==> src/rtl/uart_rx_engine_if.sv <==
// Processor-side bus of the UART receiver: the received byte, its status flags
// and the READ acknowledge.
interface uart_rx_engine_if;
   logic       READ;
   logic [7:0] UART_DATA;
   logic       RXRDY;
   logic       PERR;
   logic       FERR;
   logic       OVF;

   modport master (output READ, input UART_DATA, RXRDY, PERR, FERR, OVF);
   modport slave  (input READ, output UART_DATA, RXRDY, PERR, FERR, OVF);
endinterface

==> src/rtl/uart_rx_engine.sv <==
// UART receiver: synchronizes RX, centre-samples start/data/parity/stop bits at the
// selected baud rate, and presents the byte with RXRDY/PERR/FERR/OVF to the processor.
module uart_rx_engine (
   input  logic            clk,
   input  logic            reset,
   input  logic            RX,
   input  logic [3:0]      BAUD,
   input  logic            EIGHT,
   input  logic            PEN,
   input  logic            OHEL,
   uart_rx_engine_if.slave bus
);
   typedef enum logic [2:0] {IDLE, START, DATA, PARITY, STOP, DONE} state_t;

   function automatic logic [18:0] bit_time_f(input logic [3:0] code);
      case (code)
         4'd0:    return 19'd333333;
         4'd1:    return 19'd166667;
         4'd2:    return 19'd83333;
         4'd3:    return 19'd41667;
         4'd4:    return 19'd20833;
         4'd5:    return 19'd10417;
         4'd6:    return 19'd5208;
         4'd7:    return 19'd2604;
         4'd8:    return 19'd1736;
         4'd9:    return 19'd868;
         4'd10:   return 19'd434;
         4'd11:   return 19'd217;
         default: return 19'd868;
      endcase
   endfunction

   state_t      state_q, state_d;
   logic        rx_meta_q, rx_s_q;
   logic [18:0] cnt_q, cnt_d;
   logic [2:0]  bits_q, bits_d;
   logic [7:0]  shift_q, shift_d;
   logic        par_q, par_d;
   logic        perr_n_q, perr_n_d;
   logic        ferr_n_q, ferr_n_d;
   logic [3:0]  baud_q, baud_d;
   logic        eight_q, eight_d;
   logic        pen_q, pen_d;
   logic        ohel_q, ohel_d;
   logic        armed_q, armed_d;
   logic [7:0]  data_q, data_d;
   logic        rdy_q, rdy_d;
   logic        perr_q, perr_d;
   logic        ferr_q, ferr_d;
   logic        ovf_q, ovf_d;

   logic [18:0] bit_time;
   logic [18:0] half_time;
   logic        bit_tick;
   logic        half_tick;
   logic [2:0]  last_bit;

   assign bit_time  = bit_time_f(baud_q);
   assign half_time = bit_time >> 1;
   assign bit_tick  = (cnt_q == bit_time - 19'd1);
   assign half_tick = (cnt_q == half_time - 19'd1);
   assign last_bit  = eight_q ? 3'd7 : 3'd6;

   always_ff @(posedge clk or negedge reset) begin
      if (!reset) begin
         rx_meta_q <= 1'b1;
         rx_s_q    <= 1'b1;
      end else begin
         rx_meta_q <= RX;
         rx_s_q    <= rx_meta_q;
      end
   end

   always_ff @(posedge clk or negedge reset) begin
      if (!reset) begin
         state_q  <= IDLE;
         cnt_q    <= '0;
         bits_q   <= '0;
         shift_q  <= '0;
         par_q    <= 1'b0;
         perr_n_q <= 1'b0;
         ferr_n_q <= 1'b0;
         baud_q   <= '0;
         eight_q  <= 1'b0;
         pen_q    <= 1'b0;
         ohel_q   <= 1'b0;
         armed_q  <= 1'b1;
         data_q   <= '0;
         rdy_q    <= 1'b0;
         perr_q   <= 1'b0;
         ferr_q   <= 1'b0;
         ovf_q    <= 1'b0;
      end else begin
         state_q  <= state_d;
         cnt_q    <= cnt_d;
         bits_q   <= bits_d;
         shift_q  <= shift_d;
         par_q    <= par_d;
         perr_n_q <= perr_n_d;
         ferr_n_q <= ferr_n_d;
         baud_q   <= baud_d;
         eight_q  <= eight_d;
         pen_q    <= pen_d;
         ohel_q   <= ohel_d;
         armed_q  <= armed_d;
         data_q   <= data_d;
         rdy_q    <= rdy_d;
         perr_q   <= perr_d;
         ferr_q   <= ferr_d;
         ovf_q    <= ovf_d;
      end
   end

   always_comb begin
      state_d  = state_q;
      cnt_d    = cnt_q + 19'd1;
      bits_d   = bits_q;
      shift_d  = shift_q;
      par_d    = par_q;
      perr_n_d = perr_n_q;
      ferr_n_d = ferr_n_q;
      baud_d   = baud_q;
      eight_d  = eight_q;
      pen_d    = pen_q;
      ohel_d   = ohel_q;
      armed_d  = armed_q;
      data_d   = data_q;
      rdy_d    = rdy_q;
      perr_d   = perr_q;
      ferr_d   = ferr_q;
      ovf_d    = ovf_q;

      // A READ acknowledge clears status; a completing frame in DONE overrides it.
      if (bus.READ) begin
         rdy_d  = 1'b0;
         perr_d = 1'b0;
         ferr_d = 1'b0;
         ovf_d  = 1'b0;
      end

      case (state_q)
         IDLE: begin
            cnt_d = '0;
            if (rx_s_q) begin
               armed_d = 1'b1;
            end else if (armed_q) begin
               baud_d  = BAUD;
               eight_d = EIGHT;
               pen_d   = PEN;
               ohel_d  = OHEL;
               state_d = START;
            end
         end
         START: begin
            if (half_tick) begin
               cnt_d    = '0;
               bits_d   = '0;
               shift_d  = '0;
               par_d    = 1'b0;
               perr_n_d = 1'b0;
               ferr_n_d = 1'b0;
               state_d  = rx_s_q ? IDLE : DATA;
            end
         end
         DATA: begin
            if (bit_tick) begin
               cnt_d   = '0;
               shift_d = {rx_s_q, shift_q[7:1]};
               par_d   = par_q ^ rx_s_q;
               bits_d  = bits_q + 3'd1;
               if (bits_q == last_bit) begin
                  state_d = pen_q ? PARITY : STOP;
               end
            end
         end
         PARITY: begin
            if (bit_tick) begin
               cnt_d    = '0;
               perr_n_d = ((par_q ^ rx_s_q) != ohel_q);
               state_d  = STOP;
            end
         end
         STOP: begin
            if (bit_tick) begin
               cnt_d    = '0;
               ferr_n_d = ~rx_s_q;
               state_d  = DONE;
            end
         end
         DONE: begin
            cnt_d   = '0;
            data_d  = eight_q ? shift_q : {1'b0, shift_q[7:1]};
            rdy_d   = 1'b1;
            perr_d  = perr_n_q;
            ferr_d  = ferr_n_q;
            ovf_d   = rdy_q & ~bus.READ;
            armed_d = 1'b0;
            state_d = IDLE;
         end
         default: begin
            cnt_d   = '0;
            state_d = IDLE;
         end
      endcase
   end

   assign bus.UART_DATA = data_q;
   assign bus.RXRDY     = rdy_q;
   assign bus.PERR      = perr_q;
   assign bus.FERR      = ferr_q;
   assign bus.OVF       = ovf_q;
endmodule

==> src/flat_wrapper.sv <==
// flat-port wrapper written by rule: the top's interface ports become plain ports
module uart_rx_engine_flat 
  (clk, reset, RX, BAUD, EIGHT, PEN, OHEL, bus_READ, bus_UART_DATA, bus_RXRDY, bus_PERR, bus_FERR, bus_OVF);
  uart_rx_engine_if bus_i ();
  input  logic clk;
  input  logic reset;
  input  logic RX;
  input  logic [3:0] BAUD;
  input  logic EIGHT;
  input  logic PEN;
  input  logic OHEL;
  input wire logic [$bits(bus_i.READ)-1:0] bus_READ;
  output wire logic [$bits(bus_i.UART_DATA)-1:0] bus_UART_DATA;
  output wire logic [$bits(bus_i.RXRDY)-1:0] bus_RXRDY;
  output wire logic [$bits(bus_i.PERR)-1:0] bus_PERR;
  output wire logic [$bits(bus_i.FERR)-1:0] bus_FERR;
  output wire logic [$bits(bus_i.OVF)-1:0] bus_OVF;
  assign bus_i.READ = bus_READ;
  assign bus_UART_DATA = bus_i.UART_DATA;
  assign bus_RXRDY = bus_i.RXRDY;
  assign bus_PERR = bus_i.PERR;
  assign bus_FERR = bus_i.FERR;
  assign bus_OVF = bus_i.OVF;
  uart_rx_engine u_core (.clk(clk), .reset(reset), .RX(RX), .BAUD(BAUD), .EIGHT(EIGHT), .PEN(PEN), .OHEL(OHEL), .bus(bus_i));
endmodule
==> config.mk <==
export PLATFORM = sky130hd
export DESIGN_NAME = uart_rx_engine_flat
export DESIGN_NICKNAME = d
export VERILOG_FILES = /design/src/rtl/uart_rx_engine_if.sv /design/src/rtl/uart_rx_engine.sv /design/src/flat_wrapper.sv
export SDC_FILE = /design/constraint.sdc
export NUM_CORES = 1
export LEC_CHECK = 0
export BUFFER_PORTS_ARGS = -buffer_cell sky130_fd_sc_hd__buf_2
export CORE_MARGIN = 2
export CORE_UTILIZATION = 62
export CTS_CLUSTER_DIAMETER = 40
export DETAILED_ROUTE_END_ITERATION = 12
export PLACE_DENSITY = 0.81
export SYNTH_ARGS = -nofsm -noshare
export SYNTH_HDL_FRONTEND = slang
export SYNTH_SLANG_ARGS = --single-unit
==> constraint.sdc <==
create_clock -name clk -period 4.5 [get_ports clk]
set_clock_uncertainty 0.1 [all_clocks]
set_input_delay 0.225 -clock clk [delete_from_list [all_inputs] [get_ports clk]]
set_output_delay 0.225 -clock clk [all_outputs]
set_load 0.02 [all_outputs]
After elaboration in Yosys (flattened, before gate mapping)
Memory sizes are Yosys's and may differ from the RTL's.
Index checks and enable logic that the tools add are counted.
- $add $sub $neg: 4
- eq/ne operators: 17
- muxes and demuxes: 35
- bitwise operators: 4
- reductions and logical operators: 13
- operators with widths (operator ; number):
    == test 19 bit ; 2
    two-way mux 19 bit ; 2
    one-hot mux 19 bit (2 select lines) ; 1
    two-way mux 3 bit ; 10
    two-way mux 8 bit ; 3
    adder 19 x 1 -> 19 bit, second input constant ; 1
    subtractor 18 x 1 -> 19 bit, second input constant ; 1
    subtractor 19 x 1 -> 19 bit, second input constant ; 1
    one-hot mux 8 bit (2 select lines) ; 1
    one-hot mux 3 bit (5 select lines) ; 1
    != test 2 x 1 -> 1 bit, second input constant ; 7
    AND reduction 3 bit ; 4
    two-way mux 1 bit ; 11
    nonzero test 2 bit ; 5
    one-hot mux 1 bit (2 select lines) ; 4
    AND reduction 7 bit ; 1
    == test 3 x 2 -> 1 bit, second input constant ; 2
    == test 3 bit, second input constant ; 2
    one-hot mux 3 bit (2 select lines) ; 1
    adder 3 x 1 -> 3 bit, second input constant ; 1
    == test 3 x 1 -> 1 bit, second input constant ; 1
    == test 3 bit ; 1
    zero test 3 bit ; 1
    OR reduction 3 bit ; 1
    7 further kinds ; 8
- register bits: 58
- bits in read-only memories: 304
- input bits: 11
- output and inout port bits: 12
- word-level logic and storage cells: 93
- memories kept: 1
- memories (memory ; words ; width ; read ports ; clocked after memory_dff ; write ports ; line ; text):
    (name not given) ; 16 ; 19 ; 1 ; 0 ; 0 ; uart_rx_engine.sv:16 ; case (code)

Logic depth before layout (Yosys ltp)
- depth after elaboration: 5
- gate-level depth with buffers: 17
- gate-level depth less buffers: 14

Least setup slack after synthesis
OpenSTA, ideal clock, no wires.
- kind: reg-to-reg
- from: register u_core.baud_q[0]
- to: register u_core.par_q
- setup time: 127 ps
- arrival time: 3403 ps
- required time: 4273 ps
- slack: 869 ps
- cell stages (with the launch flop): 13
- buffers on the path: 2
- period minus slack after synthesis: 3631 ps
- cell sequence: dfrtp_1 buf_2 inv_1 ha_1 or4b_1 o221a_2 or2_1 or4_4 a2111oi_4 nand2_1 a21oi_2 buf_4 o22ai_1
- longest elaborated chain between the ends: 5
- elaborated cells between the ends (all ways): 8
- those cells by class: 2 x add/sub; 4 x eq/ne; 1 x reduce/logical; 1 x memory
- RTL lines (what ; line ; text):
    from (decl) ; uart_rx_engine.sv:41 ; logic [3:0] baud_q, baud_d;
    from (signal assigned) ; uart_rx_engine.sv:101 ; baud_q <= baud_d;
    memory (16 x 19 bit) (*) ; - ;
    subtractor 19 x 1 -> 19 bit / subtractor 18 x 1 -> 19 bit (equally long branches) ; uart_rx_engine.sv:60, uart_rx_engine.sv:61 ;
    == test 19 bit (on tied branches) ; uart_rx_engine.sv:60, uart_rx_engine.sv:61 ;
    != test 2 x 1 -> 1 bit (no source line) ; - ;
    AND reduction 3 bit (no source line) (*) ; - ;
    to (signal assigned) ; uart_rx_engine.sv:98 ; par_q <= par_d;
    to (decl) ; uart_rx_engine.sv:38 ; logic par_q, par_d;
Every way passes the cells marked *; elsewhere a longest branch is shown, timed or not.
A chain may end at the register's enable or synchronous reset.

Final worst setup path
- from: register u_core.baud_q[0]
- to: register u_core.shift_q[7]
- longest elaborated chain between the ends: 5
- elaborated cells between the ends (all ways): 8
- those cells by class: 2 x add/sub; 4 x eq/ne; 1 x reduce/logical; 1 x memory
- RTL lines (what ; line ; text):
    memory (16 x 19 bit) (*) ; - ;
    subtractor 19 x 1 -> 19 bit / subtractor 18 x 1 -> 19 bit (equally long branches) ; uart_rx_engine.sv:60, uart_rx_engine.sv:61 ;
    == test 19 bit (on tied branches) ; uart_rx_engine.sv:60, uart_rx_engine.sv:61 ;
    != test 2 x 1 -> 1 bit (no source line) ; - ;
    AND reduction 3 bit (no source line) (*) ; - ;
    to (signal assigned) ; uart_rx_engine.sv:97 ; shift_q <= shift_d;
    to (decl) ; uart_rx_engine.sv:37 ; logic [7:0] shift_q, shift_d;
Marked as above.

==> run summary <==
Gate Count Post-Synth = 477
Setup crit start kind = flip-flop
Global-route wire length before repair = 16,800 um
Mean Syn Cell Area = 8.65 sq um
Syn. warnings = 0
Unrepaired setup endpoints after global routing = false
Worst VDD drop = 431 uV
Setup total negative slack = 0 ns
Number of buffers created by CTS = 9
Wire length per cell = 17.0 um
WP data arrival = 4.09 ns
Critical Path, Cell by Cell = inv_1, ha_1, or4b_1, o221a_2, or2_1, or4_4, a2111oi_4, nand2_1, a21oi_4, o21ai_0
Final slew viol count = 0
P_int = 0.00157 W
Syn Std Cell Area = 4120 sq um
Row cnt = 29
XOR/XNOR Fraction of Synth Area = 10.6%
Fmax = 251 MHz
Status = complete, no violations
DRT iter0 DRCs = 322
Simple-gate area share of the yosys netlist = 22.5%
Leakage = 1.96 nW
Ranking of synthesized cells by area = dfrtp_1 (33%), xnor2_1 (6.8%), o21ai_0 (4.2%)
Initial antenna violation count = 0
Top-count cell post-synth = dfrtp_1
Crit path max fanout = 11
Register area share after synthesis = 35.3%
Sw frac = 45.5%
Cell taking the most area after synthesis = dfrtp_1
Area share of the largest cell type after synthesis = 33.4%
Largest net degree at the start of global routing = 59
DPL Wire Length = 6990 um
P per Cell Area = 635 nW/um^2
Width of the die = 85.6 um
CTS Sinks = 58
GPL Wtd Cong = 0.961
Hold/Removal Path Class = input port to flip-flop
Complex-gate fraction of the synthesized area = 18.2%
Router iterations before antenna repair = 5
Post-synthesis mux area share = 3.73%
Combinational power share = 56.4%
Relative slew slack = 12.0%
Bufs on Longest Clock Path = 2
DRC = 0
Top cells by count, synth = dfrtp_1 (55), nand2_1 (46), nor2_1 (41)
Crit share post-route = 88.7%
Share of cells above drive strength 1 = 12.9%
Gr ovfl total = 0
# port buffers = 22
Post-CTS repair timing setup buffer count = 0
Via density = 6.25
Syn Nets = 500
# setup viols final = 0
Chip Height = 85.6 um
Routed Antenna Nets = 0
Top FF cell, synth = dfrtp_1
Adder-Cell Fraction of Synth Area = 3.64%
Net Sw Power = 0.00131 W
Crit path largest cell delay = 0.53 ns
Main combinational cell family by area after synthesis = simple AND/OR/NAND/NOR gates
Tot Pwr = 0.00288 W
Critical path class = flip-flop to flip-flop
Number of max-cap violations = 0
Final net count = 516
Tmin final = 3.99 ns
Crit-path leading delay family = simple AND/OR/NAND/NOR gates
Hold Vio Cnt, Final = 0
Total Wirelength = 9800 um
Core box area = 6390 sq um
DIE AREA = 7320 sq um
H-Tree Depth = 3
Via Count = 3,594
Clk Latency, worst-skew pair = 0.33 ns
Clock slew at reported path FFs = 0.07 ns
Worst-Margin Slew = 1.32 ns
Asr flop ratio synth = 100%
Diode count = 0
EDFF count, synth = 0
Synth unique cells = 73
Sequential cell fraction of total power = 24.5%
Area Growth Syn to Fin = 10.0%
Critical Path RT = 4.60 ns
Crit path max-delay cell type = dfrtp_1
CTS root buf = clkbuf_8
Crit. End Element = flip-flop
CP bufs+invs = 1
CTS tree = built
Flops & latches, synth = 58
Number of top-level pins = 23
Clock network power share = 19.1%
Initial Util = 64.6%
Total Routing Usage GR = 29.1%
Vias in the first global route = 3,364
[metrics by stage]
step | utilization, % | hold slack [ns] | cell area (sq um) | std cells | setup slack [ns]
floorplan | - | -0.171 | 4120 | 477 | 0.869
global placement | 66.4 | 0.232 | 4240 | 553 | 0.665
detailed placement | 66.4 | 0.234 | 4240 | 553 | 0.492
CTS | 70.9 | 0.00207 | 4530 | 575 | 0.458
global route | 71.1 | 0.0160 | 4540 | 575 | 0.112
finish | 71.1 | 0.0164 | 4540 | 575 | 0.510
[per-layer routing]
layer / GRT usage [%] / part of all wire, %
met5: 0 / 0
met4: 8.51 / 1.9
met3: 6.26 / 7.3
met2: 42.5 / 46
met1: 43.6 / 45
[layout make-up]
type / instances / area [sq um]
inverters: 27 / 101
clock inverters: 4 / 73.8
well taps: 77 / 96.3
flip-flops and latches: 58 / 1460
repair buffers: 35 / 223
fillers: 496 / 1850
multi-input cells: 362 / 2430
clock buffers: 12 / 155
[cell families after synthesis]
kind of cell | after synthesis
AO/OA/AOI/OAI | 108
flip-flops | 58
multiplexers | 15
AND/OR/NAND/NOR | 177
buffers and inverters | 57
adder cells (fa/ha/maj) | 12
XOR/XNOR | 50
[power groups by stage]
stage          registers (W)  clock network, W  logic (W)
5_1_grt             0.000719          0.000586    0.00177
2_1_floorplan       0.000623                 0    0.00131
3_5_place_dp        0.000710                 0    0.00156
6_report            0.000705          0.000551    0.00162
4_1_cts             0.000700          0.000564    0.00158
3_3_place_gp        0.000707                 0    0.00153
[worst register-to-register path, delay by kind of cell, from the launching register on]
kind,cells,cell delay [ns]
fa+ha+maj,1,0.42
simple gates,4,1.53
flops,1,0.53
buf+inv,1,0.20
compound gates,4,1.09
[sequential cells by signal (all words and copies together), names as in the netlist, 3 cells and up]
register and flops:
u_core.baud_q 4, u_core.shift_q 8, u_core.bits_q 3, u_core.state_q 3, u_core.cnt_q 19, u_core.bus.UART_DATA 8
[layout by cell type, fill, tap and decap left out, drive strengths merged, types with 12 or more instances in the layout]
| cell | instances |
|---|---|
| ha | 12 |
| mux2i | 12 |
| buf | 29 |
| o21ai | 35 |
| xnor2 | 32 |
| xor2 | 18 |
| clkbuf | 12 |
| nand2b | 14 |
| dfrtp | 55 |
| nor2 | 42 |
| inv | 27 |
| nand3 | 19 |
| a21oi | 16 |
| nand2 | 46 |
[what timing repair did]
action / in CTS / in global routing
setup endpoints to repair: 0 / 3
hold buffers: 6 / 0
gates resized for setup: 0 / 1
hold endpoints to repair: 60 / 0
[worst paths after layout]
kind	start	end	slack [ns]	cells past startpoint
min in group asynchronous	reset	u_core.baud_q[2]	0.44	3
hold / removal	BAUD[1]	u_core.baud_q[1]	0.02	3
max in group asynchronous	reset	u_core.shift_q[3]	3.34	3
hold reg to reg	u_core.rx_meta_q	u_core.rx_s_q	0.25	0
setup / recovery	u_core.baud_q[0]	u_core.shift_q[7]	0.51	10
setup reg to reg	u_core.baud_q[0]	u_core.shift_q[7]	0.51	10
No activity file was read; power rests on OpenSTA's default activity.
